<file path="config.mk">
export PLATFORM = sky130hd
export DESIGN_NAME = mem_port_arbiter_flat
export DESIGN_NICKNAME = d
export VERILOG_FILES = /design/src/rtl/mem_port_arbiter_if.sv /design/src/rtl/mem_port_arbiter.sv /design/src/flat_wrapper.sv
export SDC_FILE = /design/constraint.sdc
export NUM_CORES = 1
export LEC_CHECK = 0
export BUFFER_PORTS_ARGS = -buffer_cell sky130_fd_sc_hd__buf_4
export CORE_ASPECT_RATIO = 0.75
export CORE_UTILIZATION = 42
export CTS_CLUSTER_SIZE = 30
export DETAILED_ROUTE_END_ITERATION = 10
export GPL_TIMING_DRIVEN = 0
export PLACE_DENSITY = 0.77
export SLEW_MARGIN = 20
export SYNTH_ARGS = -nofsm -noshare
export SYNTH_HDL_FRONTEND = slang
export SYNTH_SLANG_ARGS = --single-unit
</file>
<file path="constraint.sdc">
create_clock -name clk -period 1.8 [get_ports clk]
set_clock_uncertainty 0.15 [all_clocks]
set_input_delay 0.27 -clock clk [delete_from_list [all_inputs] [get_ports clk]]
set_output_delay 0.27 -clock clk [all_outputs]
set_load 0.005 [all_outputs]
</file>
<file path="src/rtl/mem_port_arbiter_if.sv">
// Bundles the fetch, data and shared-memory handshake signals of the
// memory port arbiter.
//   slave  : arbiter side. It sees core requests and memory responses, and
//            drives done/rdata, the stalls, the memory strobes and err.
//   master : core + memory side, the mirror image of slave.
interface mem_port_arbiter_if #(
  parameter int AW = 32,
  parameter int DW = 32
);
  // instruction fetch
  logic          if_req;
  logic [AW-1:0] if_addr;
  logic          if_flush;
  logic          if_done;
  logic [DW-1:0] if_rdata;
  // data access
  logic          dm_req;
  logic          dm_we;
  logic [AW-1:0] dm_addr;
  logic [DW-1:0] dm_wdata;
  logic          dm_done;
  logic [DW-1:0] dm_rdata;
  // hazard unit
  logic          stall_f;
  logic          stall_m;
  // shared memory port
  logic          mem_req;
  logic          mem_we;
  logic [AW-1:0] mem_addr;
  logic [DW-1:0] mem_wdata;
  logic [DW-1:0] mem_rdata;
  logic          mem_ready;
  logic          err;

  modport slave (
    input  if_req, if_addr, if_flush, dm_req, dm_we, dm_addr, dm_wdata,
           mem_rdata, mem_ready,
    output if_done, if_rdata, dm_done, dm_rdata, stall_f, stall_m,
           mem_req, mem_we, mem_addr, mem_wdata, err
  );

  modport master (
    output if_req, if_addr, if_flush, dm_req, dm_we, dm_addr, dm_wdata,
           mem_rdata, mem_ready,
    input  if_done, if_rdata, dm_done, dm_rdata, stall_f, stall_m,
           mem_req, mem_we, mem_addr, mem_wdata, err
  );
endinterface

</file>
<file path="src/rtl/mem_port_arbiter.sv">
// Shares one memory port between instruction fetch (IF) and data (DM).
// Data normally wins. After MAX_DM_BURST data grants in a row that each
// starved a waiting fetch, the fetch is granted once. Every access takes at
// least 2 cycles: a grant edge, then a completion edge. An access that sees
// no mem_ready within TIMEOUT busy cycles completes anyway. It then returns
// a NOP (fetch) or 0 (data) and sets the sticky err flag.
// Ports:
//   clk - rising-edge clock
//   rst - synchronous, active-low reset
//   bus - mem_port_arbiter_if.slave, carrying the fetch/data handshakes,
//         the stalls, the shared memory port and err
module mem_port_arbiter #(
  parameter int          AW           = 32,
  parameter int          DW           = 32,
  parameter int          MAX_DM_BURST = 4,
  parameter int          TIMEOUT      = 15,
  parameter logic [DW-1:0] NOP_INSTR  = 32'h0000_0013
) (
  input  logic              clk,
  input  logic              rst,
  mem_port_arbiter_if.slave bus
);
  localparam int BW = $clog2(MAX_DM_BURST + 1);
  localparam int WW = $clog2(TIMEOUT + 1);
  localparam logic [BW-1:0] BMAX = BW'(MAX_DM_BURST);
  localparam logic [WW-1:0] WMAX = WW'(TIMEOUT);

  typedef enum logic [1:0] {IDLE, BUSY_IF, BUSY_DM} state_e;

  state_e        state_q, state_d;
  logic [BW-1:0] burst_q, burst_d;
  logic [WW-1:0] wait_q, wait_d, wait_inc;
  logic          flush_q, flush_d;
  logic [AW-1:0] addr_q, addr_d;
  logic          we_q, we_d;
  logic [DW-1:0] wdata_q, wdata_d;
  logic          if_done_q, if_done_d, dm_done_q, dm_done_d;
  logic [DW-1:0] if_rdata_q, if_rdata_d, dm_rdata_q, dm_rdata_d;
  logic          err_q, err_d;
  logic          if_ok, dm_win, tmo, if_kill;

  always_comb begin
    state_d    = state_q;
    burst_d    = burst_q;
    wait_d     = wait_q;
    flush_d    = flush_q;
    addr_d     = addr_q;
    we_d       = we_q;
    wdata_d    = wdata_q;
    if_done_d  = 1'b0;
    dm_done_d  = 1'b0;
    if_rdata_d = if_rdata_q;
    dm_rdata_d = dm_rdata_q;
    err_d      = err_q;
    // a fetch raised together with a flush is already stale
    if_ok    = bus.if_req & ~bus.if_flush;
    dm_win   = bus.dm_req & ~(if_ok & (burst_q == BMAX));
    wait_inc = wait_q + 1'b1;
    // ready on the timeout cycle is a normal completion
    tmo      = ~bus.mem_ready & (wait_inc == WMAX);
    // a flush seen at any point of the fetch, including its last cycle,
    // discards the result
    if_kill  = flush_q | bus.if_flush;

    unique case (state_q)
      IDLE: begin
        wait_d  = '0;
        flush_d = 1'b0;
        if (dm_win) begin
          state_d = BUSY_DM;
          addr_d  = bus.dm_addr;
          we_d    = bus.dm_we;
          wdata_d = bus.dm_wdata;
          // only grants that make a fetch wait count towards the burst
          if (bus.if_req) burst_d = (burst_q == BMAX) ? burst_q : burst_q + 1'b1;
          else            burst_d = '0;
        end else if (if_ok) begin
          state_d = BUSY_IF;
          addr_d  = bus.if_addr;
          we_d    = 1'b0;
          wdata_d = '0;
          burst_d = '0;
        end
      end
      BUSY_IF: begin
        flush_d = if_kill;
        if (bus.mem_ready || tmo) begin
          state_d = IDLE;
          if (tmo) err_d = 1'b1;
          if (!if_kill) begin
            if_done_d  = 1'b1;
            if_rdata_d = bus.mem_ready ? bus.mem_rdata : NOP_INSTR;
          end
        end else begin
          wait_d = wait_inc;
        end
      end
      BUSY_DM: begin
        if (bus.mem_ready || tmo) begin
          state_d    = IDLE;
          dm_done_d  = 1'b1;
          dm_rdata_d = bus.mem_ready ? bus.mem_rdata : '0;
          if (tmo) err_d = 1'b1;
        end else begin
          wait_d = wait_inc;
        end
      end
      default: state_d = IDLE;
    endcase
  end

  always_ff @(posedge clk) begin
    if (!rst) begin
      state_q    <= IDLE;
      burst_q    <= '0;
      wait_q     <= '0;
      flush_q    <= 1'b0;
      addr_q     <= '0;
      we_q       <= 1'b0;
      wdata_q    <= '0;
      if_done_q  <= 1'b0;
      dm_done_q  <= 1'b0;
      if_rdata_q <= '0;
      dm_rdata_q <= '0;
      err_q      <= 1'b0;
    end else begin
      state_q    <= state_d;
      burst_q    <= burst_d;
      wait_q     <= wait_d;
      flush_q    <= flush_d;
      addr_q     <= addr_d;
      we_q       <= we_d;
      wdata_q    <= wdata_d;
      if_done_q  <= if_done_d;
      dm_done_q  <= dm_done_d;
      if_rdata_q <= if_rdata_d;
      dm_rdata_q <= dm_rdata_d;
      err_q      <= err_d;
    end
  end

  assign bus.mem_req   = (state_q != IDLE);
  assign bus.mem_addr  = addr_q;
  assign bus.mem_wdata = wdata_q;
  // we_q survives the access, so qualify it to keep the strobe clean
  assign bus.mem_we    = we_q & (state_q == BUSY_DM);
  assign bus.if_done   = if_done_q;
  assign bus.if_rdata  = if_rdata_q;
  assign bus.dm_done   = dm_done_q;
  assign bus.dm_rdata  = dm_rdata_q;
  assign bus.err       = err_q;
  assign bus.stall_f   = bus.if_req & ~if_done_q & ~bus.if_flush;
  assign bus.stall_m   = bus.dm_req & ~dm_done_q;
endmodule

</file>
<file path="src/flat_wrapper.sv">
// flat-port wrapper written by rule: the top's interface ports become plain ports
module mem_port_arbiter_flat 
#(
  parameter int          AW           = 32,
  parameter int          DW           = 32,
  parameter int          MAX_DM_BURST = 4,
  parameter int          TIMEOUT      = 15,
  parameter logic [DW-1:0] NOP_INSTR  = 32'h0000_0013
)
  (clk, rst, bus_if_req, bus_if_addr, bus_if_flush, bus_dm_req, bus_dm_we, bus_dm_addr, bus_dm_wdata, bus_mem_rdata, bus_mem_ready, bus_if_done, bus_if_rdata, bus_dm_done, bus_dm_rdata, bus_stall_f, bus_stall_m, bus_mem_req, bus_mem_we, bus_mem_addr, bus_mem_wdata, bus_err);
  mem_port_arbiter_if #(.AW(AW), .DW(DW)) bus_i ();
  input  logic clk;
  input  logic rst;
  input wire logic [$bits(bus_i.if_req)-1:0] bus_if_req;
  input wire logic [$bits(bus_i.if_addr)-1:0] bus_if_addr;
  input wire logic [$bits(bus_i.if_flush)-1:0] bus_if_flush;
  input wire logic [$bits(bus_i.dm_req)-1:0] bus_dm_req;
  input wire logic [$bits(bus_i.dm_we)-1:0] bus_dm_we;
  input wire logic [$bits(bus_i.dm_addr)-1:0] bus_dm_addr;
  input wire logic [$bits(bus_i.dm_wdata)-1:0] bus_dm_wdata;
  input wire logic [$bits(bus_i.mem_rdata)-1:0] bus_mem_rdata;
  input wire logic [$bits(bus_i.mem_ready)-1:0] bus_mem_ready;
  output wire logic [$bits(bus_i.if_done)-1:0] bus_if_done;
  output wire logic [$bits(bus_i.if_rdata)-1:0] bus_if_rdata;
  output wire logic [$bits(bus_i.dm_done)-1:0] bus_dm_done;
  output wire logic [$bits(bus_i.dm_rdata)-1:0] bus_dm_rdata;
  output wire logic [$bits(bus_i.stall_f)-1:0] bus_stall_f;
  output wire logic [$bits(bus_i.stall_m)-1:0] bus_stall_m;
  output wire logic [$bits(bus_i.mem_req)-1:0] bus_mem_req;
  output wire logic [$bits(bus_i.mem_we)-1:0] bus_mem_we;
  output wire logic [$bits(bus_i.mem_addr)-1:0] bus_mem_addr;
  output wire logic [$bits(bus_i.mem_wdata)-1:0] bus_mem_wdata;
  output wire logic [$bits(bus_i.err)-1:0] bus_err;
  assign bus_i.if_req = bus_if_req;
  assign bus_i.if_addr = bus_if_addr;
  assign bus_i.if_flush = bus_if_flush;
  assign bus_i.dm_req = bus_dm_req;
  assign bus_i.dm_we = bus_dm_we;
  assign bus_i.dm_addr = bus_dm_addr;
  assign bus_i.dm_wdata = bus_dm_wdata;
  assign bus_i.mem_rdata = bus_mem_rdata;
  assign bus_i.mem_ready = bus_mem_ready;
  assign bus_if_done = bus_i.if_done;
  assign bus_if_rdata = bus_i.if_rdata;
  assign bus_dm_done = bus_i.dm_done;
  assign bus_dm_rdata = bus_i.dm_rdata;
  assign bus_stall_f = bus_i.stall_f;
  assign bus_stall_m = bus_i.stall_m;
  assign bus_mem_req = bus_i.mem_req;
  assign bus_mem_we = bus_i.mem_we;
  assign bus_mem_addr = bus_i.mem_addr;
  assign bus_mem_wdata = bus_i.mem_wdata;
  assign bus_err = bus_i.err;
  mem_port_arbiter #(.AW(AW), .DW(DW), .MAX_DM_BURST(MAX_DM_BURST), .TIMEOUT(TIMEOUT), .NOP_INSTR(NOP_INSTR)) u_core (.clk(clk), .rst(rst), .bus(bus_i));
endmodule
</file>
==> flow_metrics.tcl <==
set metrics [dict create \
    synth-seq-cells 142 \
    critical_path.cell_chain "ha_4 -> nor2b_4 -> a21o_1 -> a311o_1 -> buf_6 -> a21oi_4 -> buf_6 -> buf_12 -> a22o_1" \
    outcome "finished with violations" \
    cp_peak_stage_delay_ns 0.36 \
    floorplan.initialDensity 0.431 \
    gp_routability_congestion 0.873 \
    pin_count_of_the_biggest_net_entering_global_routing 17 \
    synth_cells 572 \
    unrepaired_setup_endpoints_after_global_routing "true" \
    hold_class "in2reg" \
    worst_setup_slack_post_dpl_ns -0.570 \
    worstPathBufferInverterCount 3 \
    critPathMostFrequentCell "buf_6" \
    cts_tree "yes" \
    die-width_um 135 \
    final_nets 1098 \
    number_of_enable_type_register_cells_in_the_synthesized_netlist 0 \
    cts.htree.levels 4 \
    failed_checks "negative hold slack, negative setup slack" \
    clkSlewWorstSetupHoldPaths_ns 0.06 \
    routed_wirelength_um 22600 \
    syn_to_final_growth_pct 80.4 \
    asyncSetResetFlopFracSynth 0 \
    vias 6465 \
    fin_hold_ws_ns -0.00191 \
    final_max_slew_viol_count 0 \
    drv.max_cap_violation_count 0 \
    slew_at_the_pin_with_the_worst_max_slew_slack_ns 0.834 \
    total_standard_cell_area_after_synthesis_um2 5610 \
    path_max_fanout 10 \
    placementRows 36 \
    post-synth-top-area-cell "dfxtp_1" \
    path_delay_family "compound AO/OA/AOI/OAI gates" \
    grt_first_pass_wirelength_um 32600 \
    hold_viol 1 \
    detail_route.wl_per_cell_um 19.8 \
    slew-limit-headroom 0.444 \
    diodes 0 \
    grt.overflow.total 0 \
    die-area_um2 13800 \
    worst_path_required_ns 2.00 \
    cp_slowest_cell "dfxtp_4" \
    layout_worst_path_cycle_share 1.17 \
    worst_ir_drop_vdd_uv 677 \
    synth_warnings 0 \
    cell_types_occupying_the_most_area_after_synthesis "dfxtp_1, mux2i_1, nor2_1, a311oi_1, a22oi_1" \
    ios 270 \
    fmax_mhz 474 \
    sequential_cell_area_fraction_in_the_yosys_report 0.507 \
    die_y_um 102 \
    grt_pass1_vias 6469 \
    yosys_most_used_dff "dfxtp_1" \
    minimum_setup_slack_in_the_final_design_ns -0.308 \
    syn_area_per_cell_um2 9.81 \
    post_synth_num_cell_types 40 \
    drcViolationCount 0 \
    final_period_minus_worst_setup_slack_ns 2.11 \
    worst_skew_pair.late_latency_ns 0.41 \
    first_iter_violations 446 \
    kind_of_critical_path "reg2reg" \
    timing.critical_path.from_type "register" \
    antenna_found_initial 0 \
    post_synth_most_frequent_cells "dfxtp_1, nor2_1, clkbuf_1" \
    share_of_post_route_cells_with_drive_strength_above_1 0.482 \
    total_leakage_power_nw 4.32 \
    total_number_of_clock_tree_sinks 142 \
    via_to_cell_ratio 5.68 \
    powerDensity_nw_per_um2 888 \
    cts_buffer_depth 2 \
    crit_path_end_kind "register" \
    finalSetupViolations 73 \
    cts_root_buffer "clkbuf_16" \
    fillers 802 \
    drt_pre_antenna_iters 6 \
    cp_data_arrival_time_ns 2.31 \
    reg2reg_slack_ns -0.31 \
    synth_fp_nets 714 \
    power_w 0.00899 \
    total_routing_usage_gr 0.302 \
    coreArea_um2 13000 \
    ant_nets 0 \
    synth_top_cell_area_share 0.507 \
    place.port_buffers 269 \
    cts_buffer_count 17 \
    yosysMostFrequentCell "dfxtp_1" \
    hpwl_um 13700 \
]
stage by stage:
step	hold WS [ns]	utilization	TNS, ns	area [um^2]	std cells
finish	-0.00191	0.777	-16.25	10100	1138
global route	-0.00357	0.777	-19.81	10100	1138
CTS	0.00199	0.731	-12.83	9520	1112
detailed placement	0.308	0.605	-41.30	7880	1012
global placement	0.305	0.605	-32.75	7880	1012
floorplan	0.253	-	-3.37	5640	572
power by group:
part	switching [W]	total (W)	internal (W)
registers	0.000129	0.00348	0.00335
logic	0.000931	0.00195	0.00102
clock network	0.00138	0.00355	0.00217
total	0.00244	0.00899	0.00654
layout by cell type (no fill, tap or decap), types with 4 or more instances in the layout:
master         instances
dfxtp_2                4
a22oi_2               21
nand2_1                9
a211oi_1              27
inv_2                  4
dfxtp_1              136
a211oi_2               5
nor2_1                73
ha_4                   4
clkbuf_16             19
nand3_1               33
a22oi_1               13
dlygate4sd3_1         64
clkbuf_2              10
mux2i_4                5
a311oi_2              29
mux2i_1               25
buf_6                 10
buf_4                299
clkbuf_1              25
a22o_1                28
buf_12                 8
a31oi_1               33
what timing repair did:
action / 4_1_cts / 5_1_grt
cloned: 3 / 2
setup buffers: 5 / 26
hold buffers: 64 / 0
endpoints found under the setup margin: 141 / 138
pin swaps: 2 / 15
gates resized for setup: 77 / 98
endpoints found under the hold margin: 64 / 0
path summary, 6_finish.rpt:
kind                    start                       to  depth (start not counted)
max          u_core.wait_q[1]  u_core.bus.if_rdata[29]                          9
min                       rst         u_core.wait_q[2]                          3
max reg2reg  u_core.wait_q[1]  u_core.bus.if_rdata[29]                          9
min reg2reg    u_core.bus.err           u_core.bus.err                          1
registers in the layout (all words and copies together) (netlist names):
register / cells
u_core.bus.mem_addr: 32
u_core.bus.if_rdata: 32
u_core.burst_q: 3
u_core.bus.dm_rdata: 32
u_core.wait_q: 4
u_core.flush_q: 1
u_core.bus.dm_done: 1
u_core.bus.if_done: 1
u_core.bus.err: 1
u_core.state_q: 2
u_core.we_q: 1
u_core.bus.mem_wdata: 32
layout make-up:
cell class                 instances  area, um^2  area share
sequential                       142        2860       0.282
clock inverter                    13         164      0.0162
multi-input combinational        364        3030       0.300
clock buffer                      17         425      0.0420
tap                              171         214      0.0211
timing repair buffer             367        2980       0.294
inverter                           8        30.0     0.00297
buffer                            56         419      0.0414
worst reg2reg max path, stage by stage (launching register included):
cell	delay [ns]
dfxtp_4	0.36
ha_4	0.16
nor2b_4	0.12
a21o_1	0.18
a311o_1	0.33
buf_6	0.15
a21oi_4	0.15
buf_6	0.15
buf_12	0.14
a22o_1	0.15
cells by family after synthesis:
group,share of synthesized area
DFF,0.507
xor gates and xnor gates,0.00312
and+or+nand+nor,0.112
muxes,0.0591
AOI/OAI and AO/OA,0.252
buffers and inverters,0.0515
adders and majority gates,0.0156
per-layer routing:
layer / wire [um] / vias to the layer above / GRT usage
li1: - / 2926 / -
met1: 8640 / 3091 / 0.350
met2: 11300 / 356 / 0.516
met3: 1640 / 92 / 0.0754
met4: 961 / 0 / 0.170
met5: 0 / - / 0
(Power assumes the default switching activity.)
